## src/rtl/fp_stage_pkg.sv

```systemverilog
// Shared opcodes, packet layouts and ALU helpers for the function-processing stage.
// The FP_MUL_EN macro (see fp_stage.sv) selects whether MUL is a real multiply.
package fp_stage_pkg;

    localparam logic [5:0] OPC_ADD    = 6'd1;
    localparam logic [5:0] OPC_SUB    = 6'd2;
    localparam logic [5:0] OPC_MUL    = 6'd3;
    localparam logic [5:0] OPC_ADDC   = 6'd4;
    localparam logic [5:0] OPC_BZ     = 6'd5;
    localparam logic [5:0] OPC_ABSORB = 6'd63;

    typedef struct packed {
        logic [10:0] cg;
        logic [6:0]  dest;
        logic [3:0]  flags;
        logic [5:0]  opc;
        logic [1:0]  tag;
        logic [15:0] l;
        logic [15:0] r;
    } pkt_in_t;

    typedef struct packed {
        logic [10:0] cg;
        logic [6:0]  dest;
        logic [3:0]  flags;
        logic [13:0] pad;
        logic [15:0] res;
    } pkt_out_t;

    typedef struct packed {
        logic [10:0] cg;
        logic [6:0]  dest;
        logic [3:0]  flags;
    } hdr_t;

    typedef enum logic {
        ST_IDLE,
        ST_MUL
    } state_t;

    // MUL falls into the pass-through default; the multiplier overrides it.
    function automatic logic [15:0] alu(
        input logic [5:0]  opc,
        input logic [15:0] l,
        input logic [15:0] r,
        input logic [3:0]  flags
    );
        logic [15:0] res;
        res = l;
        case (opc)
            OPC_ADD:  res = l + r;
            OPC_SUB:  res = l - r;
            OPC_ADDC: res = l + {12'd0, flags};
            default:  res = l;
        endcase
        return res;
    endfunction

    function automatic logic [6:0] next_dest(
        input logic [5:0]  opc,
        input logic [6:0]  dest,
        input logic [15:0] r
    );
        return (opc == OPC_BZ && r != 16'd0) ? dest + 7'd1 : dest;
    endfunction

endpackage

```

## src/rtl/fp_stage_mul16.sv

```systemverilog
// Iterative shift-add 16x16 multiplier, one multiplier bit per cycle.
// Only compiled when FP_MUL_EN is defined.
`ifdef FP_MUL_EN
module fp_mul16
    import fp_stage_pkg::*;
#(
    parameter int MUL_CYC = 16
) (
    input  logic        clk,
    input  logic        rst,
    input  logic        start,
    input  logic [15:0] a,
    input  logic [15:0] b,
    output logic        done,
    output logic [15:0] prod
);

    localparam int CW = $clog2(MUL_CYC);

    logic [15:0]   mcand;
    logic [15:0]   mplier;
    logic [15:0]   acc;
    logic [CW-1:0] cnt;
    logic          run;

    // prod is the accumulator after the current step, so the last
    // step's sum can be captured downstream on the completing edge.
    assign prod = acc + (mplier[0] ? mcand : 16'd0);
    assign done = run && (cnt == CW'(MUL_CYC - 1));

    always_ff @(posedge clk or posedge rst) begin
        if (rst) begin
            mcand  <= '0;
            mplier <= '0;
            acc    <= '0;
            cnt    <= '0;
            run    <= 1'b0;
        end else if (start) begin
            mcand  <= a;
            mplier <= b;
            acc    <= '0;
            cnt    <= '0;
            run    <= 1'b1;
        end else if (run) begin
            acc    <= prod;
            mcand  <= mcand << 1;
            mplier <= mplier >> 1;
            cnt    <= cnt + 1'b1;
            if (done) run <= 1'b0;
        end
    end

endmodule
`endif

```

## src/rtl/fp_stage.sv

```systemverilog
// Function-processing stage: executes one op per packet into a one-entry output register.
// Define FP_MUL_EN to build the iterative multiplier and the MUL_BUSY state.
module fp_stage
    import fp_stage_pkg::*;
#(
    parameter int DATA_W  = 16,
    parameter int MUL_CYC = 16
) (
    input  logic        CP,
    input  logic        MR,
    input  logic        Send_in,
    output logic        Ack_out,
    input  logic [61:0] PACKET_IN,
    input  logic        DEL_in,
    output logic        Send_out,
    input  logic        Ack_in,
    output logic [51:0] PACKET_OUT,
    output logic        BUSY
);

    pkt_in_t           pin;
    pkt_out_t          alu_pkt;
    pkt_out_t          load_pkt;
    logic [DATA_W-1:0] res;
    logic              take;
    logic              idle;
    logic              load;
    logic              unused_bits;

    assign pin         = pkt_in_t'(PACKET_IN);
    assign res         = alu(pin.opc, pin.l, pin.r, pin.flags);
    assign take        = Send_in & Ack_out & DEL_in;
    assign unused_bits = ^{pin.tag, 32'(MUL_CYC)};

    assign alu_pkt = '{
        cg:    pin.cg,
        dest:  next_dest(pin.opc, pin.dest, pin.r),
        flags: pin.flags,
        pad:   '0,
        res:   res
    };

`ifdef FP_MUL_EN
    state_t      state;
    state_t      state_next;
    hdr_t        hdr;
    logic        is_mul;
    logic        mul_start;
    logic        mul_done;
    logic [15:0] mul_prod;

    assign is_mul    = (pin.opc == OPC_MUL);
    assign mul_start = take & is_mul;

    always_ff @(posedge CP or posedge MR) begin
        if (MR) state <= ST_IDLE;
        else    state <= state_next;
    end

    always_comb begin
        state_next = state;
        case (state)
            ST_IDLE: if (mul_start) state_next = ST_MUL;
            ST_MUL:  if (mul_done)  state_next = ST_IDLE;
            default: state_next = ST_IDLE;
        endcase
    end

    // The header rides alongside the multiply until the product is ready.
    always_ff @(posedge CP or posedge MR) begin
        if (MR)             hdr <= '0;
        else if (mul_start) hdr <= '{cg: pin.cg, dest: pin.dest, flags: pin.flags};
    end

    fp_mul16 #(
        .MUL_CYC(MUL_CYC)
    ) u_mul (
        .clk  (CP),
        .rst  (MR),
        .start(mul_start),
        .a    (pin.l),
        .b    (pin.r),
        .done (mul_done),
        .prod (mul_prod)
    );

    assign idle     = (state == ST_IDLE);
    assign BUSY     = (state == ST_MUL);
    assign load     = (take & ~is_mul) | mul_done;
    assign load_pkt = mul_done ? '{
        cg:    hdr.cg,
        dest:  hdr.dest,
        flags: hdr.flags,
        pad:   '0,
        res:   mul_prod
    } : alu_pkt;
`else
    assign idle     = 1'b1;
    assign BUSY     = 1'b0;
    assign load     = take;
    assign load_pkt = alu_pkt;
`endif

    assign Ack_out = ~MR & idle & (~Send_out | Ack_in);

    // A load wins over a same-edge consume, giving one packet per cycle.
    always_ff @(posedge CP or posedge MR) begin
        if (MR) begin
            Send_out   <= 1'b0;
            PACKET_OUT <= '0;
        end else if (load) begin
            Send_out   <= 1'b1;
            PACKET_OUT <= load_pkt;
        end else if (Send_out & Ack_in) begin
            Send_out   <= 1'b0;
        end
    end

endmodule

```

## config.mk

```make
export PLATFORM = sky130hd
export DESIGN_NAME = fp_stage
export DESIGN_NICKNAME = d
export VERILOG_FILES = /design/src/rtl/fp_stage_pkg.sv /design/src/rtl/fp_stage_mul16.sv /design/src/rtl/fp_stage.sv
export SDC_FILE = /design/constraint.sdc
export NUM_CORES = 1
export LEC_CHECK = 0
export BUFFER_PORTS_ARGS = -buffer_cell sky130_fd_sc_hd__clkbuf_2
export CAP_MARGIN = 15
export CELL_PAD_IN_SITES_DETAIL_PLACEMENT = 0
export CELL_PAD_IN_SITES_GLOBAL_PLACEMENT = 1
export CORE_MARGIN = 4
export CORE_UTILIZATION = 38
export CTS_BUF_LIST = sky130_fd_sc_hd__clkbuf_8
export DETAILED_ROUTE_END_ITERATION = 10
export PLACE_DENSITY = 0.87
export SETUP_SLACK_MARGIN = 0.5
export SYNTH_ARGS = -nofsm -noshare
export SYNTH_HDL_FRONTEND = slang
export SYNTH_HIERARCHICAL = 1
export SYNTH_SLANG_ARGS = --single-unit
```

## constraint.sdc

```tcl
create_clock -name CP -period 3.75 [get_ports CP]
set_clock_uncertainty 0.2 [all_clocks]
set_input_delay 0.75 -clock CP [delete_from_list [all_inputs] [get_ports CP]]
set_output_delay 0.75 -clock CP [all_outputs]
set_load 0.005 [all_outputs]
```

# Word-level counts from Yosys, hierarchy flattened
# Index checks and enable logic that the tools add are counted.
# word_totals
in_bits,67
romBits,0
out_inout_bits,55
elab_cells,24
latchBits,0
register_bits,39
memories,0
ram_bits,0
# classes
n_lt_le_gt_ge,0
shift,0
addsub,4
n_reduce_logical,3
n_div,0
n_mux,4
multipliers,0
n_eq_ne,4
bitwise,7
# ops
cell,count
$pmux W16 S3,1
$add A16 B16 Y16,1
$add A16 B4 Y16,1
$reduce_bool A16 Y1,1
$sub A16 B16 Y16,1
$eq A6 B3 Y1 const B,2
$add A7 B1 Y7 const B,1
$mux W7,1
$eq A6 B1 Y1 const B,1
$eq A6 B2 Y1 const B,1
$and A1 B1 Y1,4
$mux W1,2
$not A1 Y1,2
$reduce_bool A2 Y1,1
$logic_and A1 B1 Y1,1
$or A1 B1 Y1,1

# Longest topological paths before layout
# Gate-level depths: netlist of run 1.
# logic_depth
word_depth,6
mapped_depth,15
mapped_depth_nobuf,15

# Worst setup path before layout of run 1
# No wires, ideal clock.
# synth_path
path_kind,input -> register
startpoint,in PACKET_IN[39]
endpoint,reg PACKET_OUT[15]
t_required_ps,3428
t_arrival_ps,3753
path_stages,13
slack_ps,-324
path_buffers,1
cell_sequence,or3_4 > or4b_1 > clkbuf_1 > nand3_1 > o21ai_0 > ha_1 > a2111o_1 > a21oi_1 > o31ai_1 > a211oi_1 > xor2_1 > mux2i_1 > nand2_1
# synth_via
elab_chain_len,2
elab_cells_between_ends,4
classes_between,eq/ne: 3; mux: 1
# synth_rtl
item,line,source
from (decl),fp_stage.sv:13,"input logic [61:0] PACKET_IN,"
"$eq A6 B3 Y1, or another cell as far along",fp_stage_pkg.sv:50,case (opc)
$pmux W16 S3 (*),fp_stage_pkg.sv:50,
to (signal assigned),fp_stage.sv:113,PACKET_OUT <= load_pkt;
to (decl),fp_stage.sv:17,"output logic [51:0] PACKET_OUT,"
# Every way passes the cells marked *; elsewhere a longest branch is shown, timed or not.
# A chain may end at the register's enable or synchronous reset.

# Worst setup path after layout of run 1
# layout_path
startpoint,in PACKET_IN[37]
endpoint,reg PACKET_OUT[15]
# Same word-level chain as after synthesis.

==> flow_summary.toml, run 1 <==
[drt]
num_vias = 2987
wl_per_cell_um = 13.0
drt_iter0_markers = 99
drt_pre_antenna_iters = 5
drt-total-wl_um = 7990
drt-vias-per-instance = 4.87
post-route-drc-count = 0
antenna_left = 0

[global_routing]
antenna_found_initial = 0
track_usage_pct = 16.7
grt_pass1_vias = 2880
grt_start_max_net_pins = 44
overflow = 0
grt_pass1_wl_um = 12300

[timing]
fin_tns_setup_ns = 0
rsz0062_at_grt = "true"
maxSlewHeadroom_pct = 47.7
tightest_slew_ns = 0.784
fmax_mhz = 269
hold_viol = 0
setup_ws_ns = 0.0283
fin_crit_sh_pct = 99.2
drv_slew = 0
setup_viol = 0
min_period_ns = 3.72

[worst_setup_path]
critPathKind = "in2reg"
cp.required_ns = 3.72
r2r_cells = 5
worstPathCellList = "clkbuf_2 > or3_4 > nor4b_4 > buf_6 > nor3_2 > a221o_1 > buf_4 > ha_4 > a211o_1 > a21oi_4 > o31ai_4 > a211oi_2 > xor2_1 > mux2i_1 > nand2_1"
cp.arrival_ns = 3.70
critPathMaxFanout = 8
slowest_delay_ns = 0.42
cp-end-kind = "flop"
cp-start-kind = "input port"
cp_slowest_cell = "or3_4"

[synthesis]
synth_edf_count = 0
avgSynthCellArea_sq_um = 8.08
yosysSeqAreaShare_pct = 33.1
syn_inst = 365
ys_seq_elements = 39
ys.flop_type = "dfrtp_1"
synthArstFlopShare_pct = 100
synth_warnings = 6
yosys-top-cells-area = "dfrtp_1 33%, nand2_1 10%, ha_1 8.5%"
synth_area_sq_um = 2950
yosys-top-cells-count = "80 x nand2_1, 47 x o21ai_0, 39 x dfrtp_1"
yosysTopAreaCell = "dfrtp_1"
yosysMostFrequentCell = "nand2_1"
ys_types = 47
synth_top_area_share_pct = 33.1

[final_layout]
antenna_cells = 0
final_nets = 601
drive_gt1_share_pct = 39.1
syn_to_final_growth_pct = 43.3
fill_cells = 691
fin_area_sq_um = 4230
final_util_pct = 57.1
multi_input_area_sq_um = 2060
seq_area_sq_um = 976

[floorplan]
dieWidth_um = 96.1
start_util_pct = 39.8
die_h_um = 96.1
num_io_pins = 122
coreArea_sq_um = 7410
num_rows = 31
die_area_sq_um = 9230

[placement]
dpl-instance-area_sq_um = 3890
numPortBuffers = 104
dp_slack_ns = -0.325
dp_hpwl_um = 6420
gp_congestion = 0.857

[job]
cap_violations = 0

[clock_tree]
clkTransAtPathRegs_ns = 0.08
clock_path_buffers = 2
cts.sinks = 39
cts-htree-levels = 2
clk_latency_ns = 0.29
cts_tree = "done"
ctsHoldBuffers = 0
root_buffer = "clkbuf_8"
cts_buffers = 5

[hold_path]
hold_path_class = "reg2reg"
min_path_cells = 2

[power]
p_leak_nw = 2.18
cellPowerDensity_nw_per_um2 = 332
p_total_mw = 1.40
ir_worst_vdd_mv = 0.138

[run_status]
run_status = "finished, final reports clean"
final timing paths:
| kind | startpoint | to | slack, ns |
|---|---|---|---|
| setup / recovery | PACKET_IN[37] | PACKET_OUT[15] | 0.03 |
| hold / removal | PACKET_OUT[41] | PACKET_OUT[41] | 0.28 |
| setup reg to reg | Send_out | PACKET_OUT[15] | 1.72 |
| hold reg to reg | PACKET_OUT[41] | PACKET_OUT[41] | 0.28 |
| max in group asynchronous | MR | PACKET_OUT[11] | 2.64 |
| min in group asynchronous | MR | PACKET_OUT[50] | 0.37 |
stage by stage:
step,hold WS (ns),instances
4_1_cts,0.283,608
5_1_grt,0.292,613
2_1_floorplan,0.270,379
3_3_place_gp,0.257,599
6_report,0.278,613
3_5_place_dp,0.265,599
cell families (layout without fill, tap and decap cells):
group           count (synthesis)  after routing  synth area share [%]
simple gates                  136            136                  21.0
compound gates                104            104                  21.4
flops                          39             39                  33.1
buf+inv                        36            171                  6.58
fa+ha+maj                      21             21                  9.16
xor+xnor                       20             20                  5.94
mux                             8              8                  2.72
other cells                     1             15                 0.127
repair_timing:
action,in CTS,in global routing
pin swaps,5,20
resized for setup,9,38
buffers inserted,1,5
endpoints found under the setup margin,12,14
critical path: cells and delay by family:
family	cells	cell delay (ns)
buffers and inverters	3	0.40
and+or+nand+nor	4	0.82
xor gates and xnor gates	1	0.21
muxes	1	0.20
AOI/OAI and AO/OA	5	1.11
adders and majority gates	1	0.21
layout make-up:
cell class / count / share of cell area (%)
Tap cell: 99 / 2.93
Timing Repair Buffer: 155 / 21.7
Multi-Input combinational cell: 304 / 48.8
Clock inverter: 2 / 0.829
Sequential cell: 39 / 23.1
Clock buffer: 6 / 1.95
Inverter: 8 / 0.710
cell usage in the layout, fill, tap and decap left out, drive strengths merged, types with 3 or more instances in the layout:
cell type / instances
nand2: 80
nor3: 6
nor2b: 3
o31ai: 5
o21bai: 3
clkbuf: 110
conb: 15
mux2i: 8
buf: 51
o21a: 4
or3: 3
a21o: 7
nand3: 15
inv: 8
ha: 20
a22oi: 3
a211oi: 3
xor2: 9
a21oi: 20
nand4: 3
nor2: 15
xnor2: 11
o21ai: 48
dfrtp: 39
per-layer routing:
| layer | up-vias | GRT usage [%] | routed length (um) |
|---|---|---|---|
| met2 | 91 | 27.9 | 3690 |
| met1 | 1328 | 21.7 | 3630 |
| li1 | 1555 | - | - |
| met3 | 13 | 2.50 | 472 |
| met4 | 0 | 6.52 | 200 |
| met5 | - | 0 | 0 |
report_power, final:
| part | switching, mW | total [mW] | internal [mW] | leakage, nW |
|---|---|---|---|---|
| clock | 0.146 | 0.362 | 0.215 | 0.0612 |
| sequential | 0.0388 | 0.535 | 0.496 | 0.482 |
| combinational | 0.251 | 0.505 | 0.254 | 1.63 |
state kept, by name (all words and copies together), names as in the netlist:
signal      flops
PACKET_OUT     38
Send_out        1
Note: power is estimated with default switching activity, not from simulation.
==> run 2: changes to the inputs <==
--- a/config.mk
+++ b/config.mk
@@ -5,15 +5,15 @@
 export SDC_FILE = /design/constraint.sdc
 export NUM_CORES = 1
 export LEC_CHECK = 0
-export BUFFER_PORTS_ARGS = -buffer_cell sky130_fd_sc_hd__clkbuf_2
 export CAP_MARGIN = 15
 export CELL_PAD_IN_SITES_DETAIL_PLACEMENT = 0
 export CELL_PAD_IN_SITES_GLOBAL_PLACEMENT = 1
 export CORE_MARGIN = 4
-export CORE_UTILIZATION = 38
+export CORE_UTILIZATION = 40
 export CTS_BUF_LIST = sky130_fd_sc_hd__clkbuf_8
 export DETAILED_ROUTE_END_ITERATION = 10
-export PLACE_DENSITY = 0.87
+export DONT_BUFFER_PORTS = 1
+export PLACE_DENSITY = 0.71
 export SETUP_SLACK_MARGIN = 0.5
 export SYNTH_ARGS = -nofsm -noshare
 export SYNTH_HDL_FRONTEND = slang
==> constraint.sdc (replaced) <==
create_clock -name CP -period 4.5 [get_ports CP]
set_clock_uncertainty 0.2 [all_clocks]
set_input_delay 0.9 -clock CP [delete_from_list [all_inputs] [get_ports CP]]
set_output_delay 0.9 -clock CP [all_outputs]
set_load 0.005 [all_outputs]
==> run 2 against run 1 <==
Against the previous run:
- register-to-register slack better by 0.65 ns
- routed wire length is 9.1% lower
- critical path depth is 3 lower
- power is 29% lower
- flip-flop and latch count stayed put
- non-clock buffer count is 145 lower
- combinational power is 54% lower
- first-iteration DRC count is 3.0% higher
- final cell count is 23% lower
- sequential share of layout area is 6.6 points higher
- largest power group unchanged
==> flow_summary.toml, run 2 (synthesis gave the netlist of run 1 again) <==
[run_status]
run_status = "finished, final reports clean"

[floorplan]
start_util_pct = 40.9
die_area_sq_um = 8810
dieWidth_um = 93.9
num_rows = 31
coreArea_sq_um = 7210
num_io_pins = 122
die_h_um = 93.9

[hold_path]
hold_path_class = "reg2reg"

[final_layout]
seq_area_sq_um = 976
multi_input_area_sq_um = 1960
drive_gt1_share_pct = 11.6
antenna_cells = 0
layout_commonest_cell = "nand2_1"
final_util_pct = 45.6
top_register = "PACKET_OUT"
final_nets = 457
fin_area_sq_um = 3290
fill_cells = 738
top_regs = "PACKET_OUT: 38 flops, Send_out: 1 flops"
largest_reg_flops = 38
final_cell_mix = "80 x nand2_1, 39 x dfrtp_1, 37 x o21ai_0, 19 x a21oi_1, 17 x ha_1"
syn_to_final_growth_pct = 11.6

[job]
cap_violations = 0

[global_routing]
antenna_found_initial = 0
overflow = 0
grt_pass1_wl_um = 11200
grt_start_max_net_pins = 42
grt_pass1_vias = 2260
track_usage_pct = 15.9

[worst_setup_path]
cp.arrival_ns = 3.86
critPathMaxFanout = 5
cp.required_ns = 4.48
cp-start-kind = "input port"
critPathKind = "in2reg"
cp-end-kind = "flop"

[drt]
num_vias = 2453
drt-vias-per-instance = 5.23
antenna_left = 0
drt_iter0_markers = 102
drt-total-wl_um = 7260
post-route-drc-count = 0
wl_per_cell_um = 15.5
drt_pre_antenna_iters = 5

[clock_tree]
cts_tree = "done"
clock_path_buffers = 2
cts-htree-levels = 2
cts.sinks = 39
clkTransAtPathRegs_ns = 0.08
clk_latency_ns = 0.29
root_buffer = "clkbuf_8"
cts_buffers = 5

[timing]
fin_crit_sh_pct = 86.2
min_period_ns = 3.88
maxSlewHeadroom_pct = 35.4
tightest_slew_ns = 0.967
drv_slew = 0
fmax_mhz = 258
rsz0062_at_grt = "false"
hold_viol = 0
setup_viol = 0
fin_tns_setup_ns = 0

[power]
p_leak_nw = 1.52
cellPowerDensity_nw_per_um2 = 301
ir_worst_vdd_mv = 0.167

[placement]
dpl-instance-area_sq_um = 3060
gp_congestion = 0.824
numPortBuffers = 0
dp_hpwl_um = 5840
## run 2: critical path, stage by stage
cell,delay (ns)
or3_4,0.42
or4b_4,0.55
nand3_2,0.08
o21ai_1,0.08
ha_1,0.37
a2111o_1,0.42
a21oi_4,0.18
o31ai_4,0.09
a211oi_2,0.24
xor2_1,0.25
mux2i_1,0.22
nand2_1,0.06
## run 2: path summary, 6_finish.rpt
check	cells past startpoint	slack (ns)	start	endpoint
worst max-delay path	12	0.62	PACKET_IN[37]	PACKET_OUT[15]
worst min-delay path	2	0.31	PACKET_OUT[34]	PACKET_OUT[34]
worst max register to register	5	2.37	Send_out	PACKET_OUT[15]
worst min register to register	2	0.31	PACKET_OUT[34]	PACKET_OUT[34]
max in group asynchronous	2	2.84	MR	PACKET_OUT[35]
min in group asynchronous	1	0.52	MR	PACKET_OUT[48]
## run 2: area by class of cell
type                            instances  area share (%)
Clock inverter                          3            1.33
Timing Repair Buffer                   10            2.66
Tap cell                               99            3.76
Clock buffer                            5            2.09
Sequential cell                        39            29.6
Multi-Input combinational cell        305            59.6
Inverter                                8           0.912
## run 2: metal layers
layer  global-route usage, %  wire length [um]  part of all wire, %  vias to the layer above
met4                    4.21                70                 0.96                        0
met3                    5.45               752                   10                        5
met2                    24.2              3200                   44                       87
li1                        -                 -                    -                     1271
met5                       0                 0                    0                        -
met1                    21.5              3240                   45                     1090
## run 2: metrics by stage
| stage | setup WS [ns] | std cells | power [mW] | hold slack (ns) |
|---|---|---|---|---|
| finish | 0.621 | 469 | 0.992 | 0.310 |
| global route | 0.494 | 469 | 1.06 | 0.333 |
| CTS | 0.527 | 463 | 0.997 | 0.315 |
| detailed placement | 0.128 | 455 | 0.698 | 0.295 |
| global placement | 0.175 | 455 | 0.691 | 0.288 |
| floorplan | 0.421 | 379 | 0.653 | 0.270 |
## run 2: timing repair
item	in CTS	in global routing
resized for setup	4	19
gates cloned	0	1
endpoints found under the setup margin	3	6
endpoints found under the hold margin	0	0
pin swaps	0	4
setup buffers	0	5
hold buffers	0	0
## run 2: power breakdown
| group | switching [mW] | internal [mW] |
|---|---|---|
| clock | 0.128 | 0.165 |
| combinational | 0.130 | 0.104 |
| sequential | 0.0521 | 0.414 |
==> run 3: changes to the inputs <==
--- a/config.mk
+++ b/config.mk
@@ -5,6 +5,7 @@
 export SDC_FILE = /design/constraint.sdc
 export NUM_CORES = 1
 export LEC_CHECK = 0
+export ABC_AREA = 1
 export CAP_MARGIN = 15
 export CELL_PAD_IN_SITES_DETAIL_PLACEMENT = 0
 export CELL_PAD_IN_SITES_GLOBAL_PLACEMENT = 1
@@ -13,7 +14,7 @@
 export CTS_BUF_LIST = sky130_fd_sc_hd__clkbuf_8
 export DETAILED_ROUTE_END_ITERATION = 10
 export DONT_BUFFER_PORTS = 1
-export PLACE_DENSITY = 0.71
+export PLACE_DENSITY = 0.73
 export SETUP_SLACK_MARGIN = 0.5
 export SYNTH_ARGS = -nofsm -noshare
 export SYNTH_HDL_FRONTEND = slang
==> run 3 against run 2 <==
Against the previous run:
- clock-buffer cell count is the same
- first-iteration DRC count shrank 21%
- largest cell class unchanged
- flip-flop and latch count is the same
- hold slack is essentially flat
- register-to-register slack is essentially flat
- global-route usage grew 3.0 points
- power shrank 4.8%
==> flow_summary.toml, run 3 <==
[worst_setup_path]
regToRegStartpoint = "Send_out"
r2r_end = "PACKET_OUT[0]"
cp-start-kind = "input port"
reg2reg_slack_ns = 2.37
critPathKind = "in2reg"
cp.required_ns = 4.47
cp-end-kind = "flop"
cp.arrival_ns = 3.43
r2r_cells = 7
critPathMaxFanout = 13
cp-startpoint = "PACKET_IN[39]"
worstSetupEndpoint = "PACKET_OUT[14]"

[final_layout]
antenna_cells = 0
final_nets = 571
final_cell_mix = "161 x nand2_1, 46 x inv_1, 46 x nor2_1, 39 x dfrtp_1, 27 x nand3_1"
drive_gt1_share_pct = 5.58
syn_to_final_growth_pct = 3.47
fin_area_sq_um = 3390
layout_commonest_cell = "nand2_1"
largest_reg_flops = 38
top_register = "PACKET_OUT"
top_regs = "PACKET_OUT: 38 flops, Send_out: 1 flops"
fill_cells = 853

[floorplan]
num_rows = 32
dieWidth_um = 98.5
start_util_pct = 41.8
num_io_pins = 122
coreArea_sq_um = 7850
die_area_sq_um = 9700
die_h_um = 98.5

[synthesis]
synth_area_sq_um = 3280
synth_edf_count = 0
yosysTopAreaCell = "dfrtp_1"
ys.flop_type = "dfrtp_1"
ys_seq_elements = 39
synth_top_family_by_area = "simple AND/OR/NAND/NOR gates"
synth_warnings = 6
yosys-top-cells-area = "dfrtp_1 30%, nand2_1 18%, ha_1 7.6%"
synth_simple_gate_area_share_pct = 34.5
yosysSeqAreaShare_pct = 29.8
synth-compound-area-share_pct = 12.8
yosys-top-cells-count = "161 x nand2_1, 46 x nor2_1, 45 x inv_1"
synth_top_area_share_pct = 29.8
avgSynthCellArea_sq_um = 6.73
syn_inst = 487
synthArstFlopShare_pct = 100
ys_types = 40
synth_xor_area_share_pct = 3.21
yosysMostFrequentCell = "nand2_1"
synth_adder_area_share_pct = 8.25
synth.area.mux_share_pct = 0.687

[run_status]
run_status = "finished, final reports clean"

[timing]
hold_viol = 0
fin_crit_sh_pct = 76.8
fmax_mhz = 289
setup_viol = 0
fin_tns_setup_ns = 0
min_period_ns = 3.46
drv_slew = 0
maxSlewHeadroom_pct = 34.5
tightest_slew_ns = 0.982
rsz0062_at_grt = "false"

[global_routing]
antenna_found_initial = 0
track_usage_pct = 18.9
grt_pass1_vias = 2938
grt_pass1_wl_um = 15100
overflow = 0
grt_start_max_net_pins = 47

[clock_tree]
clkTransAtPathRegs_ns = 0.08
cts-htree-levels = 2
cts_tree = "done"
clock_path_buffers = 2
root_buffer = "clkbuf_8"
post_cts.repair.setup_buffers = 0
clk_latency_ns = 0.29
cts_resized = 0
cts.sinks = 39
cts_buffers = 5
ctsHoldBuffers = 0

[power]
p_leak_nw = 1.76
ir_worst_vdd_mv = 0.0855
cellPowerDensity_nw_per_um2 = 279

[drt]
drt_pre_antenna_iters = 4
drt-total-wl_um = 9050
wl_per_cell_um = 15.5
drt-vias-per-instance = 5.06
post-route-drc-count = 0
antenna_left = 0
drt_iter0_markers = 81
num_vias = 2967

[placement]
numPortBuffers = 0
dp_hpwl_um = 7090
dpl-instance-area_sq_um = 3300
gp_congestion = 0.826

[hold_path]
hp-start = "PACKET_OUT[49]"
hold_path_class = "reg2reg"

[job]
cap_violations = 0
-- run 3: cell types whose count changed after synthesis, sizes merged, moves of 4 or more --
cell,previous run,this run
a2bb2oi,0,6
mux2i,8,0
o21a,4,0
a21oi,20,27
nand3,15,28
xnor2,11,2
o21ai,48,33
nand4,3,9
inv,8,47
nor2,15,50
a21o,7,1
nand2,80,164
-- run 3: cell families after synthesis --
logic type	after synthesis
flops	39
mux	2
xor+xnor	12
simple gates	266
compound gates	72
other cells	1
buf+inv	74
fa+ha+maj	21
-- run 3: metal layers --
metal	vias to the layer above	track usage, %	wire length, um
met5	-	0	0
met3	8	6.51	865
li1	1538	-	-
met2	94	31.0	4110
met4	0	3.47	72
met1	1327	24.4	4010
-- run 3: where the power goes --
part	switching [mW]	leakage (nW)	total [mW]	internal [mW]
Clock	0.133	0.0505	0.237	0.105
Combinational	0.145	1.23	0.239	0.0943
Sequential	0.0543	0.476	0.468	0.413
-- run 3: critical path: stages --
cell,delay [ns]
nor2_2,0.13
nand4_2,0.36
inv_1,0.34
o21ai_0,0.18
ha_1,0.25
fa_1,0.44
nand3_1,0.12
nand3_1,0.15
nand2_1,0.13
a21oi_1,0.07
o21ai_0,0.26
nand2_1,0.09
-- run 3: worst min-delay path by stage --
stage	cells after the start	to	slack (ns)
final	2	PACKET_OUT[49]	0.31
after global routing	2	PACKET_OUT[49]	0.34
after CTS	2	PACKET_OUT[49]	0.32
after detailed placement	2	PACKET_OUT[49]	0.29
after global placement	2	PACKET_OUT[49]	0.29
after floorplan	2	PACKET_OUT[30]	0.27
-- run 3: cell type report --
cell class	instances	area (sq um)	share of cell area (%)
well taps	102	128	3.76
multi-input cells	388	2010	59.3
inverters	47	179	5.28
repair buffers	2	15.0	0.443
clock inverters	3	12.5	0.369
flip-flops and latches	39	976	28.8
clock buffers	5	68.8	2.03
-- run 3: through the flow --
| stage | setup WS, ns | instances | hold slack (ns) | util (%) | power (mW) |
|---|---|---|---|---|---|
| after global placement | 0.655 | 578 | 0.292 | 42.1 | 0.713 |
| after floorplan | 1.14 | 501 | 0.272 | - | 0.665 |
| after detailed placement | 0.628 | 578 | 0.295 | 42.1 | 0.717 |
| after CTS | 0.934 | 586 | 0.317 | 43.1 | 0.959 |
| after global routing | 0.642 | 586 | 0.337 | 43.2 | 1.02 |
| final | 1.04 | 586 | 0.310 | 43.2 | 0.944 |
